<file path="config.mk">
export PLATFORM = sky130hd
export DESIGN_NAME = wb_apb_bridge_mc
export DESIGN_NICKNAME = d
export VERILOG_FILES = /design/src/rtl/wb_apb_bridge_mc.sv
export SDC_FILE = /design/constraint.sdc
export NUM_CORES = 1
export LEC_CHECK = 0
export CAP_MARGIN = 20
export CORE_ASPECT_RATIO = 1.1
export CORE_MARGIN = 2
export CORE_UTILIZATION = 41
export DETAILED_ROUTE_END_ITERATION = 8
export GPL_TIMING_DRIVEN = 0
export PLACE_DENSITY = 0.8
export SYNTH_ARGS = -nofsm -noshare
export SYNTH_HDL_FRONTEND = slang
export SYNTH_SLANG_ARGS = --single-unit
</file>
<file path="constraint.sdc">
create_clock -name pclk -period 1.95 [get_ports pclk]
set_input_delay 0.4875 -clock pclk [delete_from_list [all_inputs] [get_ports pclk]]
set_output_delay 0.4875 -clock pclk [all_outputs]
set_load 0.02 [all_outputs]
</file>
<file path="src/rtl/wb_apb_bridge_mc.sv">
// Wishbone B4 classic slave to APB4 master bridge with address-decoded fan-out
// to NUM_SLAVES peripherals; slave errors, decode misses and timeouts become err_o.
module wb_apb_bridge_mc #(
  parameter int ADDR_WIDTH     = 32,
  parameter int DATA_WIDTH     = 32,
  parameter int NUM_SLAVES     = 4,
  parameter int SLV_SEL_LSB    = 12,
  parameter int TIMEOUT_CYCLES = 256
) (
  input  logic                      pclk,
  input  logic                      preset_n,
  input  logic [ADDR_WIDTH-1:0]     adr_i,
  input  logic [DATA_WIDTH-1:0]     dat_i,
  input  logic [DATA_WIDTH/8-1:0]   sel_i,
  input  logic                      cyc_i,
  input  logic                      stb_i,
  input  logic                      we_i,
  output logic                      ack_o,
  output logic                      err_o,
  output logic                      rty_o,
  output logic [DATA_WIDTH-1:0]     dat_o,
  output logic [ADDR_WIDTH-1:0]     paddr,
  output logic [NUM_SLAVES-1:0]     psel,
  output logic                      penable,
  output logic                      pwrite,
  output logic [DATA_WIDTH-1:0]     pwdata,
  output logic [DATA_WIDTH/8-1:0]   pstrb,
  input  logic                      pready,
  input  logic [DATA_WIDTH-1:0]     prdata,
  input  logic                      pslverr
);

  localparam int SEL_WIDTH  = DATA_WIDTH / 8;
  localparam int IDX_W      = (NUM_SLAVES > 1) ? $clog2(NUM_SLAVES) : 1;
  localparam int CNT_W      = (TIMEOUT_CYCLES > 1) ? $clog2(TIMEOUT_CYCLES) : 1;
  localparam bit TIMEOUT_EN = (TIMEOUT_CYCLES > 0);
  localparam logic [CNT_W-1:0] CNT_LAST = CNT_W'(TIMEOUT_EN ? TIMEOUT_CYCLES - 1 : 0);

  typedef enum logic [1:0] {IDLE, SETUP, ACCESS, RESP} state_t;

  state_t                  state_q,   state_d;
  logic [ADDR_WIDTH-1:0]   paddr_q,   paddr_d;
  logic                    pwrite_q,  pwrite_d;
  logic [DATA_WIDTH-1:0]   pwdata_q,  pwdata_d;
  logic [SEL_WIDTH-1:0]    pstrb_q,   pstrb_d;
  logic [NUM_SLAVES-1:0]   psel_q,    psel_d;
  logic                    penable_q, penable_d;
  logic [CNT_W-1:0]        cnt_q,     cnt_d;
  logic                    ack_q,     ack_d;
  logic                    err_q,     err_d;
  logic [DATA_WIDTH-1:0]   dat_q,     dat_d;

  logic [IDX_W-1:0]        req_idx;
  logic                    req_hit;
  logic [NUM_SLAVES-1:0]   req_onehot;

  always_comb begin
    req_idx = adr_i[SLV_SEL_LSB +: IDX_W];
    req_hit = (int'(req_idx) < NUM_SLAVES);
    for (int i = 0; i < NUM_SLAVES; i++) begin
      req_onehot[i] = (req_idx == IDX_W'(i));
    end
  end

  // ack/err are registered on the edge entering RESP, so they are high exactly
  // while RESP lasts; a master that dropped cyc_i by then gets no response.
  always_comb begin
    state_d   = state_q;
    paddr_d   = paddr_q;
    pwrite_d  = pwrite_q;
    pwdata_d  = pwdata_q;
    pstrb_d   = pstrb_q;
    psel_d    = psel_q;
    penable_d = penable_q;
    cnt_d     = cnt_q;
    dat_d     = dat_q;
    ack_d     = 1'b0;
    err_d     = 1'b0;
    case (state_q)
      IDLE: begin
        if (cyc_i && stb_i) begin
          paddr_d  = adr_i;
          pwrite_d = we_i;
          pwdata_d = dat_i;
          pstrb_d  = we_i ? sel_i : '0;
          if (req_hit) begin
            psel_d  = req_onehot;
            state_d = SETUP;
          end else begin
            err_d   = 1'b1;
            state_d = RESP;
          end
        end
      end
      SETUP: begin
        penable_d = 1'b1;
        cnt_d     = '0;
        state_d   = ACCESS;
      end
      ACCESS: begin
        cnt_d = cnt_q + CNT_W'(1);
        if (pready) begin
          psel_d    = '0;
          penable_d = 1'b0;
          ack_d     = cyc_i & ~pslverr;
          err_d     = cyc_i & pslverr;
          if (!pwrite_q && !pslverr) begin
            dat_d = prdata;
          end
          state_d = RESP;
        end else if (TIMEOUT_EN && (cnt_q == CNT_LAST)) begin
          psel_d    = '0;
          penable_d = 1'b0;
          err_d     = cyc_i;
          state_d   = RESP;
        end
      end
      RESP: begin
        state_d = IDLE;
      end
      default: begin
        state_d = IDLE;
      end
    endcase
  end

  always_ff @(posedge pclk or negedge preset_n) begin
    if (!preset_n) begin
      state_q   <= IDLE;
      paddr_q   <= '0;
      pwrite_q  <= 1'b0;
      pwdata_q  <= '0;
      pstrb_q   <= '0;
      psel_q    <= '0;
      penable_q <= 1'b0;
      cnt_q     <= '0;
      ack_q     <= 1'b0;
      err_q     <= 1'b0;
      dat_q     <= '0;
    end else begin
      state_q   <= state_d;
      paddr_q   <= paddr_d;
      pwrite_q  <= pwrite_d;
      pwdata_q  <= pwdata_d;
      pstrb_q   <= pstrb_d;
      psel_q    <= psel_d;
      penable_q <= penable_d;
      cnt_q     <= cnt_d;
      ack_q     <= ack_d;
      err_q     <= err_d;
      dat_q     <= dat_d;
    end
  end

  assign ack_o   = ack_q;
  assign err_o   = err_q;
  assign rty_o   = 1'b0;
  assign dat_o   = dat_q;
  assign paddr   = paddr_q;
  assign psel    = psel_q;
  assign penable = penable_q;
  assign pwrite  = pwrite_q;
  assign pwdata  = pwdata_q;
  assign pstrb   = pstrb_q;

endmodule

</file>
==> impl_metrics.yaml, run 1 <==
setup_path:
  crit_fanout: 3
  worstPathArrival_ps: 1410
  cp_cell_sequence: "clkdlybuf4s50_1"
  slowest_delay_ps: 630
  critPathTopFamily: "buffers and inverters"
  slowest_stage: "clkdlybuf4s50_1"
  path_class: "register to output pin"
  worstPathRequired_ps: 1460
  worstSetupEndpointType: "output pin"
  cp_num_buf_inv: 1
  start_kind: "register"
sta:
  grt_setup_unrepaired: "false"
  fin_tns_setup_ps: 0
  fin_crit_ps: 1901
  slew_viol_final: 0
  finalSetupViolations: 0
  fin_crit_sh_pct: 97.46
  fmax_mhz: 526.2
  fin_ws_ps: 49.44
  finalHoldViolCount: 0
  finClkSkew_ps: 11.75
final_layout:
  drive_gt1_share_pct: 9.829
  stdcell_area_sq_um: 7699
  multi_input_area_sq_um: 1603
  num-fill-cells: 818
  areaGrowthSynthToFinish_pct: 64.12
  final_cells: 849
  final_util_pct: 69.60
  final_nets: 801
  antenna_cells: 0
  regArea_sq_um: 2953
global_route:
  grt_pass1_wl_um: 21040
  grt_use_met2_pct: 38.41
  grt_max_degree: 78
  met3_usage_pct: 6.417
  grt_overflow: 0
  antenna_found_initial: 0
  grt_pass1_vias: 4156
  track_usage_pct: 22.16
  grt_use_met1_pct: 26.87
  busiest_layer: "met2"
synth:
  synth_top_area_share_pct: 62.95
  synth-seq-area-share_pct: 62.95
  yosysTopAreaCell: "dfrtp_1"
  synthCells: 455
  synth-seq-cells: 118
  yosysMostFrequentCell: "nand2_1"
  ys_top_cells_by_area: "dfrtp_1 (63%), nand2_1 (17%), mux2_2 (7.2%)"
  synth_ff_type: "dfrtp_1"
  syn_avg_cell_area_sq_um: 10.31
  synth.cell_area_sq_um: 4691
  synth-async-reset-ratio_pct: 100.0
  syn-num-nets: 566
  yosysWarnings: 0
  synth_common_cells: "nand2_1 (207), dfrtp_1 (118), mux2_2 (30)"
  synth_edf_count: 0
  ys_types: 37
flow_run:
  drv_cap: 0
power:
  seqPwrFrac_pct: 31.8
  p_leak_nw: 3.626
  clockPowerShare_pct: 25.8
  p_sw_mw: 4.501
  pwr_density_cell_nw_per_um2: 1690
  combPwrFrac_pct: 42.4
  switching_share_pct: 34.59
  ir_drop_mv: 0.7636
  p_int_mw: 8.512
detailed_routing:
  wl_um: 13010
  dr_total_vias: 4055
  final_antenna_net_count: 0
  drc: 0
  routed_via_density: 4.776
  wl_per_cell_um: 15.32
  drt-initial-drc-count: 202
  drt_pass1_iterations: 6
floorplan:
  core_area_sq_um: 11060
  die_area_sq_um: 12310
  start_util_pct: 42.41
  die_h_um: 116.2
  dieWidth_um: 106.0
  num_io_pins: 216
  num_rows: 40
clock_tree:
  post_cts_buffers: 0
  cts_made_buffers: 17
  clk_pin_slew_ps: 50
  cts_tree: "done"
  cts_buffer_depth: 2
  htree_levels: 4
  cts-root-buf: "clkbuf_16"
  insertion_delay_ps: 410
  clock_sinks: 118
placement:
  placedCellCount: 817
  place_ws_ps: -303.6
  io_buffer_count: 214
  post_dp_cell_area_sq_um: 7046
  gp_congestion: 0.7503
  hpwl_um: 9694
min_path:
  hp-class: "register to register"
outcome:
  status: "complete, no violations"
timing repair:
action	in CTS	in global routing
gates resized for setup	2	2
endpoints found under the hold margin	6	0
hold buffers	1	0
setup endpoints to repair	2	7
pin swaps	0	1
metal layers:
metal / up-vias / part of all wire (%) / wire [um]
met3: 23 / 6.7 / 876
met5: - / 0 / 0
met2: 164 / 52 / 6705
met4: 0 / 1.8 / 233
met1: 1912 / 40 / 5191
li1: 1956 / - / -
flip-flops by register name, summed over array words and instances, names as in the netlist:
register and flops:
pstrb 4, paddr 32, err_o 1, state_q 2
ack_o 1, cnt_q 8, psel 4, pwdata 32
dat_o 32, pwrite 1, penable 1
per-stage QoR:
stage / hold slack [ps] / power [mW]
final: 463.0 / 13.01
after global routing: 481.9 / 13.73
after CTS: 469.1 / 13.14
after detailed placement: 430.3 / 9.718
after global placement: 451.3 / 9.534
after floorplan: 191.9 / 6.804
cells in the final DEF (no fill, tap or decap), types with 5 or more instances in the layout:
cell and count:
and3_1 5, buf_1 5, bufinv_16 5, clkbuf_1 11, clkbuf_16 17, clkdlybuf4s50_1 210, dfrtp_1 118, inv_1 7
mux2_2 30, nand2_1 207, nand3_1 16, o21ai_0 6
path summary, 6_finish.rpt:
kind                            start         to  slack [ps]  depth (start not counted)
max                           psel[0]    psel[0]          50                          1
min                          pstrb[1]   pstrb[1]         460                          2
max reg2reg                state_q[0]   dat_o[3]         100                          6
min reg2reg                  pstrb[1]   pstrb[1]         460                          2
max in group asynchronous    preset_n  pwdata[8]         680                          3
min in group asynchronous    preset_n   cnt_q[3]         560                          2
kinds of logic after synthesis:
| logic type | count (synthesis) | synth area share, % |
|---|---|---|
| AND/OR/NAND/NOR | 248 | 21.77 |
| flip-flops | 118 | 62.95 |
| multiplexers | 33 | 7.895 |
| buffers and inverters | 28 | 2.881 |
| AO/OA/AOI/OAI | 22 | 3.174 |
| adder cells (fa/ha/maj) | 4 | 1.067 |
| other | 1 | 0.07994 |
| XOR/XNOR | 1 | 0.1868 |
cell type report:
type,count,share of cell area [%]
timing repair buffer,216,28.38
sequential,118,38.36
clock inverter,9,2.259
multi-input combinational,309,20.82
tap,147,2.389
clock buffer,22,6.030
buffer,21,1.430
inverter,7,0.3413
power groups by stage:
stage               logic (mW)  clock network [mW]  registers [mW]
floorplan                 1.39                   0            5.42
global placement          5.42                   0            4.11
detailed placement        5.55                   0            4.17
CTS                       5.57                3.42            4.15
global route              5.89                3.55            4.29
finish                    5.51                3.36            4.14
(Power assumes the default switching activity.)
==> run 2, diff against run 1 <==
--- a/config.mk
+++ b/config.mk
@@ -10,6 +10,7 @@
 export CORE_MARGIN = 2
 export CORE_UTILIZATION = 41
 export DETAILED_ROUTE_END_ITERATION = 8
+export GPL_ROUTABILITY_DRIVEN = 0
 export GPL_TIMING_DRIVEN = 0
 export PLACE_DENSITY = 0.8
 export SYNTH_ARGS = -nofsm -noshare
==> results of run 2 <==
No change in the layout: final DEF, timing and power equal those of run 1.
==> run 3, diff against run 2 <==
--- a/config.mk
+++ b/config.mk
@@ -7,12 +7,12 @@
 export LEC_CHECK = 0
 export CAP_MARGIN = 20
 export CORE_ASPECT_RATIO = 1.1
-export CORE_MARGIN = 2
-export CORE_UTILIZATION = 41
+export CORE_MARGIN = 5
+export CORE_UTILIZATION = 45
 export DETAILED_ROUTE_END_ITERATION = 8
 export GPL_ROUTABILITY_DRIVEN = 0
 export GPL_TIMING_DRIVEN = 0
-export PLACE_DENSITY = 0.8
+export PLACE_DENSITY = 0.86
 export SYNTH_ARGS = -nofsm -noshare
 export SYNTH_HDL_FRONTEND = slang
 export SYNTH_SLANG_ARGS = --single-unit
==> constraint.sdc (replaced) <==
create_clock -name pclk -period 2.3 [get_ports pclk]
set_input_delay 0.575 -clock pclk [delete_from_list [all_inputs] [get_ports pclk]]
set_output_delay 0.575 -clock pclk [all_outputs]
set_load 0.02 [all_outputs]
==> impl_metrics.yaml, run 3 (synthesized netlist as in run 1, its figures left out) <==
final_layout:
  final_common_cell: "clkdlybuf4s50_1"
  final_util_pct: 74.66
  drive_gt1_share_pct: 9.843
  final_cell_mix: "clkdlybuf4s50_1 (213), nand2_1 (207), dfrtp_1 (118), mux2_2 (30), clkbuf_16 (17)"
  stdcell_area_sq_um: 7687
  final_nets: 800
  areaGrowthSynthToFinish_pct: 63.88
  num-fill-cells: 710
  antenna_cells: 0
detailed_routing:
  final_antenna_net_count: 0
  wl_um: 14130
  wl_per_cell_um: 16.75
  drt_pass1_iterations: 4
  drt-initial-drc-count: 150
  dr_total_vias: 4128
  drc: 0
  routed_via_density: 4.891
clock_tree:
  clk_pin_slew_ps: 50
  cts_made_buffers: 17
  clock_sinks: 118
  holdBufCountCts: 0
  htree_levels: 4
  cts-root-buf: "clkbuf_16"
  post_cts_buffers: 0
  ctsResizeCount: 0
  insertion_delay_ps: 410
  cts_tree: "done"
  cts_buffer_depth: 2
sta:
  finalHoldViolCount: 0
  slew_headroom_pct: 58.51
  finalSetupViolations: 0
  fin_crit_sh_pct: 90.71
  finClkSkew_ps: 9.361
  fin_ws_ps: 213.7
  fmax_mhz: 479.3
  fin_crit_ps: 2086
  slew_viol_final: 0
  grt_setup_unrepaired: "false"
  worst_slew_pin_slew_ps: 622.3
floorplan:
  die_area_sq_um: 12570
  dieWidth_um: 107.3
  core_area_sq_um: 10300
  start_util_pct: 45.56
  num_io_pins: 216
  die_h_um: 117.1
  num_rows: 39
power:
  ir_drop_mv: 0.7547
  finalPower_mw: 11.15
  seqPwrFrac_pct: 31.5
  p_leak_nw: 3.585
  p_int_mw: 7.255
  switching_share_pct: 34.95
  p_sw_mw: 3.898
  clockPowerShare_pct: 26.0
  pwr_density_cell_nw_per_um2: 1451
  combPwrFrac_pct: 42.5
setup_path:
  slowest_stage: "clkdlybuf4s50_1"
  worstPathRequired_ps: 1730
  critPathTopFamily: "buffers and inverters"
  crit_fanout: 3
  start_kind: "register"
  path_class: "register to output pin"
  worstSetupEndpointType: "output pin"
  cp_cell_sequence: "clkdlybuf4s50_1"
  slowest_delay_ps: 680
  cp_num_buf_inv: 1
  worstPathArrival_ps: 1510
min_path:
  hp-class: "primary input to asynchronous set/reset pin"
placement:
  post_dp_cell_area_sq_um: 7041
  io_buffer_count: 214
  hpwl_um: 10610
  place_ws_ps: -78.99
global_route:
  track_usage_pct: 22.68
  grt_pass1_wl_um: 21960
  antenna_found_initial: 0
  grt_max_degree: 71
  grt_pass1_vias: 4329
  grt_overflow: 0
outcome:
  status: "complete, no violations"
flow_run:
  drv_cap: 0
## run 3: final timing paths
check / slack [ps] / end / cells after the start / startpoint
worst max-delay path: 210 / pwrite / 1 / pwrite
worst min-delay path: 100 / cnt_q[4] / 1 / preset_n
worst max register to register: 310 / paddr[19] / 7 / state_q[1]
worst min register to register: 460 / pstrb[0] / 2 / pstrb[0]
max in group asynchronous: 1510 / pwdata[3] / 2 / preset_n
min in group pclk: 460 / pstrb[0] / 2 / pstrb[0]
## run 3: area by class of cell
cell class	instances	area, sq um	share of cell area (%)
multi-input cells	309	1603	20.85
flip-flops and latches	118	2953	38.41
clock inverters	9	172.7	2.246
well taps	143	178.9	2.327
inverters	7	26.28	0.3418
repair buffers	215	2171	28.24
clock buffers	22	474.2	6.169
plain buffers	21	108.9	1.416
## run 3: power groups by stage
stage / Combinational, mW / Sequential, mW / Clock [mW]
after CTS: 4.79 / 3.53 / 2.93
after global placement: 4.60 / 3.48 / 0
after floorplan: 1.18 / 4.59 / 0
final: 4.74 / 3.52 / 2.90
after detailed placement: 4.74 / 3.54 / 0
after global routing: 5.05 / 3.65 / 3.04
## run 3: routing by layer
layer	vias to the layer above	GRT usage, %	part of all wire, %
met3	33	7.954	7.4
met5	-	0	0
met1	2005	24.25	36
li1	1933	-	-
met4	0	8.502	2.7
met2	157	41.47	53
## run 3: through the flow
stage / hold WS, ps / instances / setup TNS (ps)
final: 101.8 / 844 / 0
after global routing: 130.3 / 844 / 0
after CTS: 113.9 / 844 / 0
after detailed placement: 455.8 / 813 / -3012
after global placement: 451.1 / 812 / -443420
after floorplan: 279.4 / 455 / 0
==> RTL change 1: new RTL, config.mk and constraints of run 1 <==
Set the parameter `TIMEOUT_CYCLES` to 512 (it was 256).
--- a/src/rtl/wb_apb_bridge_mc.sv
+++ b/src/rtl/wb_apb_bridge_mc.sv
@@ -5,7 +5,7 @@
   parameter int DATA_WIDTH     = 32,
   parameter int NUM_SLAVES     = 4,
   parameter int SLV_SEL_LSB    = 12,
-  parameter int TIMEOUT_CYCLES = 256
+  parameter int TIMEOUT_CYCLES = 512
 ) (
   input  logic                      pclk,
   input  logic                      preset_n,
Formal check against the unedited RTL: no difference found for any inputs over 4 cycles, from zero or initial values and one cycle with preset_n low; that may be too few to reach the edited logic, so the function may still have changed.
==> RTL change 1 against run 1 <==
Power is 0.76% higher. Design area is 2.0% higher. Hold slack worse by 0.44 ns. Worst setup slack better by 0.018 ns. Cell count is 16% lower. Wire length is 8.9% lower. Synthesized area is 5.7% higher. Sequential cell count is 1 higher.
==> RTL change 1: results (changes against run 1) <==
vias in the first global route 3,706 (was 4,156); largest net degree at the start of global routing 65 (was 78); Via density 4.825 (was 4.776); Util after Layout 65.82% (was 69.60%); Post-Route Skew 0.005978 ns (was 0.01175 ns); clock sink total 119 (was 118); non-filler cells, final 715 (was 849); Clk pin slew, worst setup/hold paths 0.05 ns (about the same); most frequent cells after synthesis dfrtp_1 (119), mux2_4 (60), mux2_2 (36), nand2_1 (14), o21ai_0 (12) (was nand2_1 (207), dfrtp_1 (118), mux2_2 (30), nand3_1 (16), clkbuf_1 (9)); Post-Syn Nets 429 (was 566); DP Worst Slack -0.09032 ns (was -0.3036 ns); layout cells sized above 1 25.49% (was 9.829%); met2 Usage GRT 31.87% (was 38.41%); fin nets 663 (was 801); Psw 4.349 mW (was 4.501 mW); NonClk Buf Share 29.66% (was 29.81%); Pleak 3.497 nW (was 3.626 nW); Worst Path Max Fanout 2 (was 3); Synth area leaders dfrtp_1 (60%), mux2_4 (18%), mux2_2 (8.2%) (was dfrtp_1 (63%), nand2_1 (17%), mux2_2 (7.2%)); bufs w/o clock 231 (was 237); cells resized by post-CTS repair 1 (was 2); count of cell types in the netlist 35 (was 37); # diodes 0 (unchanged); count of non-CTS inverters in the layout 8 (was 7); fin worst setup slack 0.06713 ns (was 0.04944 ns); register area 0.002978 mm² (was 0.002953 mm²); Fill cells 871 (was 818); grt met3 use 7.718% (was 6.417%); global placement routability congestion 0.8013 (was 0.7503); multi-input gates 174 (was 309); Syn Inst Count 317 (was 455); final WL 11,850 µm (was 13,010 µm); first-pass GRT wire length 19,120 µm (was 21,040 µm); Hold Crit Class primary input to asynchronous set/reset pin (was flip-flop to flip-flop); fraction of area in multi-input gates 22.88% (was 20.82%); initial DRC count 94 (was 202); post-synthesis sequential area ratio 60.06% (was 62.95%); drt first pass iters 4 (was 6); maximum vdd drop 910.1 µV (was 763.6 µV); clkbuf count 25 (was 22); clock-cell share of area 6.693% (was 8.289%); GR Layer Usage met1 22.05% (was 26.87%); Total GRT Usage 19.41% (was 22.16%); outcome finished clean (unchanged)
## RTL change 1: changes by cell type after synthesis, moves of 4 or more
cell / run 1 / this run
o21ai_0: 6 / 12
o211ai_1: 4 / 0
nand2_1: 207 / 14
nand3_1: 16 / 10
and3_1: 5 / 0
mux2_2: 30 / 36
mux2_4: 0 / 60
clkbuf_1: 9 / 1
buf_1: 5 / 0
## RTL change 1: metal layers
| metal | vias to the layer above | part of all wire, % |
|---|---|---|
| met1 | 1709 | 39 |
| met4 | 0 | 2.5 |
| met5 | - | 0 |
| met3 | 23 | 7.8 |
| li1 | 1585 | - |
| met2 | 133 | 51 |
## RTL change 1: cell families after synthesis
| group | synth area share, % |
|---|---|
| other | 0.07563 |
| xor gates and xnor gates | 0.1767 |
| AOI/OAI and AO/OA | 3.684 |
| and+or+nand+nor | 4.239 |
| DFF | 60.06 |
| adders and majority gates | 1.262 |
| muxes | 26.75 |
| buffers and inverters | 3.760 |
## RTL change 1: power groups by stage
stage               clock [mW]  combinational, mW  sequential [mW]
finish                    2.76               6.14             4.21
global placement             0               6.08             4.18
detailed placement           0               6.17             4.24
CTS                       2.83               6.22             4.22
floorplan                    0               1.96             5.52
global route              2.94               6.49             4.35
## RTL change 1: final timing paths
| path | slack, ns | startpoint | end | cells past startpoint |
|---|---|---|---|---|
| max | 0.07 | paddr[3] | paddr[3] | 1 |
| max reg2reg | 0.12 | cnt_q[0] | psel[1] | 7 |
| max in group asynchronous | 1.22 | preset_n | pwdata[19] | 2 |
| min | 0.03 | preset_n | ack_o | 1 |
| min in group pclk | 0.48 | paddr[12] | paddr[12] | 2 |
| min reg2reg | 0.48 | paddr[12] | paddr[12] | 2 |
==> RTL change 2: new RTL, flow settings as in run 1 <==
Made on the original files. Encoding of `state_t`: now Gray code (2 bits for 4 states).
--- a/src/rtl/wb_apb_bridge_mc.sv
+++ b/src/rtl/wb_apb_bridge_mc.sv
@@ -36,7 +36,7 @@
   localparam bit TIMEOUT_EN = (TIMEOUT_CYCLES > 0);
   localparam logic [CNT_W-1:0] CNT_LAST = CNT_W'(TIMEOUT_EN ? TIMEOUT_CYCLES - 1 : 0);
 
-  typedef enum logic [1:0] {IDLE, SETUP, ACCESS, RESP} state_t;
+  typedef enum logic [1:0] {IDLE = 2'b00, SETUP = 2'b01, ACCESS = 2'b11, RESP = 2'b10} state_t;
 
   state_t                  state_q,   state_d;
   logic [ADDR_WIDTH-1:0]   paddr_q,   paddr_d;
Behaviour: same outputs for any inputs over 4 cycles, from zero or initial values and one cycle with preset_n low; so few cycles prove little.
==> RTL change 2 against run 1 <==
Wire length fell by 1.7%. Count of clock-buffer cells in the layout fell by 1. Synthesized area fell by 1.9%. Clock power fell by 6.8%. Sequential cell count did not move. Worst setup slack improved by 0.0032 ns. Design area fell by 1.9%. Power fell by 3.2%. Largest power group unchanged.
==> RTL change 2: results (changes against run 1) <==
Hold Crit Class primary input to asynchronous set/reset pin (was flip-flop to flip-flop); count of cell types in the netlist 36 (was 37); Detailed Place HPWL 9588 µm (was 9694 µm); first-pass GRT wire length 20,480 µm (was 21,040 µm); non-filler cells, final 831 (was 849); Fill cells 835 (was 818); largest net degree at the start of global routing 77 (was 78); Post-Syn Nets 547 (was 566); post-synthesis sequential area ratio 64.18% (was 62.95%); area occupied by multi-input gates 0.001495 mm² (was 0.001603 mm²); DP Worst Slack -0.2289 ns (was -0.3036 ns); port bufs 214 (unchanged); Post-Route Skew 0.007380 ns (was 0.01175 ns); layout cells sized above 1 12.43% (was 9.829%); Pleak 3.531 nW (was 3.626 nW); outcome finished clean (unchanged); Worst Path Max Fanout 2 (was 3); final WL 12,780 µm (was 13,010 µm); Psw 4.369 mW (was 4.501 mW); Syn Inst Count 439 (was 455); fin nets 781 (was 801); Synth area leaders dfrtp_1 (64%), nand2_1 (17%), mux2_2 (7.1%) (was dfrtp_1 (63%), nand2_1 (17%), mux2_2 (7.2%)); global placement routability congestion 0.7714 (was 0.7503); Total GRT Usage 21.87% (was 22.16%); maximum vdd drop 787.7 µV (was 763.6 µV); initial DRC count 144 (was 202); drt first pass iters 5 (was 6); most frequent cells after synthesis nand2_1 (208), dfrtp_1 (118), mux2_2 (29), buf_2 (14), nand3_1 (10) (was nand2_1 (207), dfrtp_1 (118), mux2_2 (30), nand3_1 (16), clkbuf_1 (9)); placed cell areas 0.006955 mm² (was 0.007046 mm²)
RTL change 2: repair_timing:
| action | 4_1_cts | 5_1_grt |
|---|---|---|
| buffers inserted | 0 | 0 |
| gates resized for setup | 1 | 0 |
| endpoints found under the hold margin | 0 | 0 |
| endpoints found under the setup margin | 1 | 0 |
RTL change 2: power by group through the flow:
stage,clock network (mW),registers (mW),logic (mW)
final,3.13,4.14,5.32
after global routing,3.31,4.27,5.68
after CTS,3.18,4.15,5.38
after detailed placement,0,4.17,5.35
after global placement,0,4.10,5.23
after floorplan,0,5.39,1.28
RTL change 2: routing by layer:
layer / routed length [µm] / vias up / GRT usage, %
li1: - / 1870 / -
met1: 5104 / 1865 / 24.28
met2: 6484 / 166 / 39.09
met3: 1067 / 12 / 8.333
met4: 126 / 0 / 6.844
met5: 0 / - / 0
RTL change 2: worst paths after layout:
check                      slack (ns)        from    endpoint  cells past startpoint
max                              0.05  pwdata[14]  pwdata[14]                      1
min                             0.008    preset_n    dat_o[5]                      1
max reg2reg                      0.36  state_q[1]     psel[1]                      5
min reg2reg                      0.46    pstrb[1]    pstrb[1]                      2
max in group asynchronous        1.25    preset_n   pwdata[0]                      2
min in group pclk                0.46    pstrb[1]    pstrb[1]                      2
RTL change 2: layout make-up:
type	instances	area share [%]
flip-flops and latches	118	39.11
repair buffers	215	28.73
multi-input cells	294	19.80
clock buffers	21	6.230
well taps	147	2.436
plain buffers	23	1.823
clock inverters	9	1.674
inverters	4	0.1988
RTL change 2: cell families after synthesis:
family	after synthesis	share of synthesized area, %
adder cells (fa/ha/maj)	1	0.2719
XOR/XNOR	2	0.3808
multiplexers	33	8.050
flip-flops	118	64.18
buffers and inverters	27	3.318
AO/OA/AOI/OAI	16	2.393
AND/OR/NAND/NOR	241	21.32
other	1	0.08151
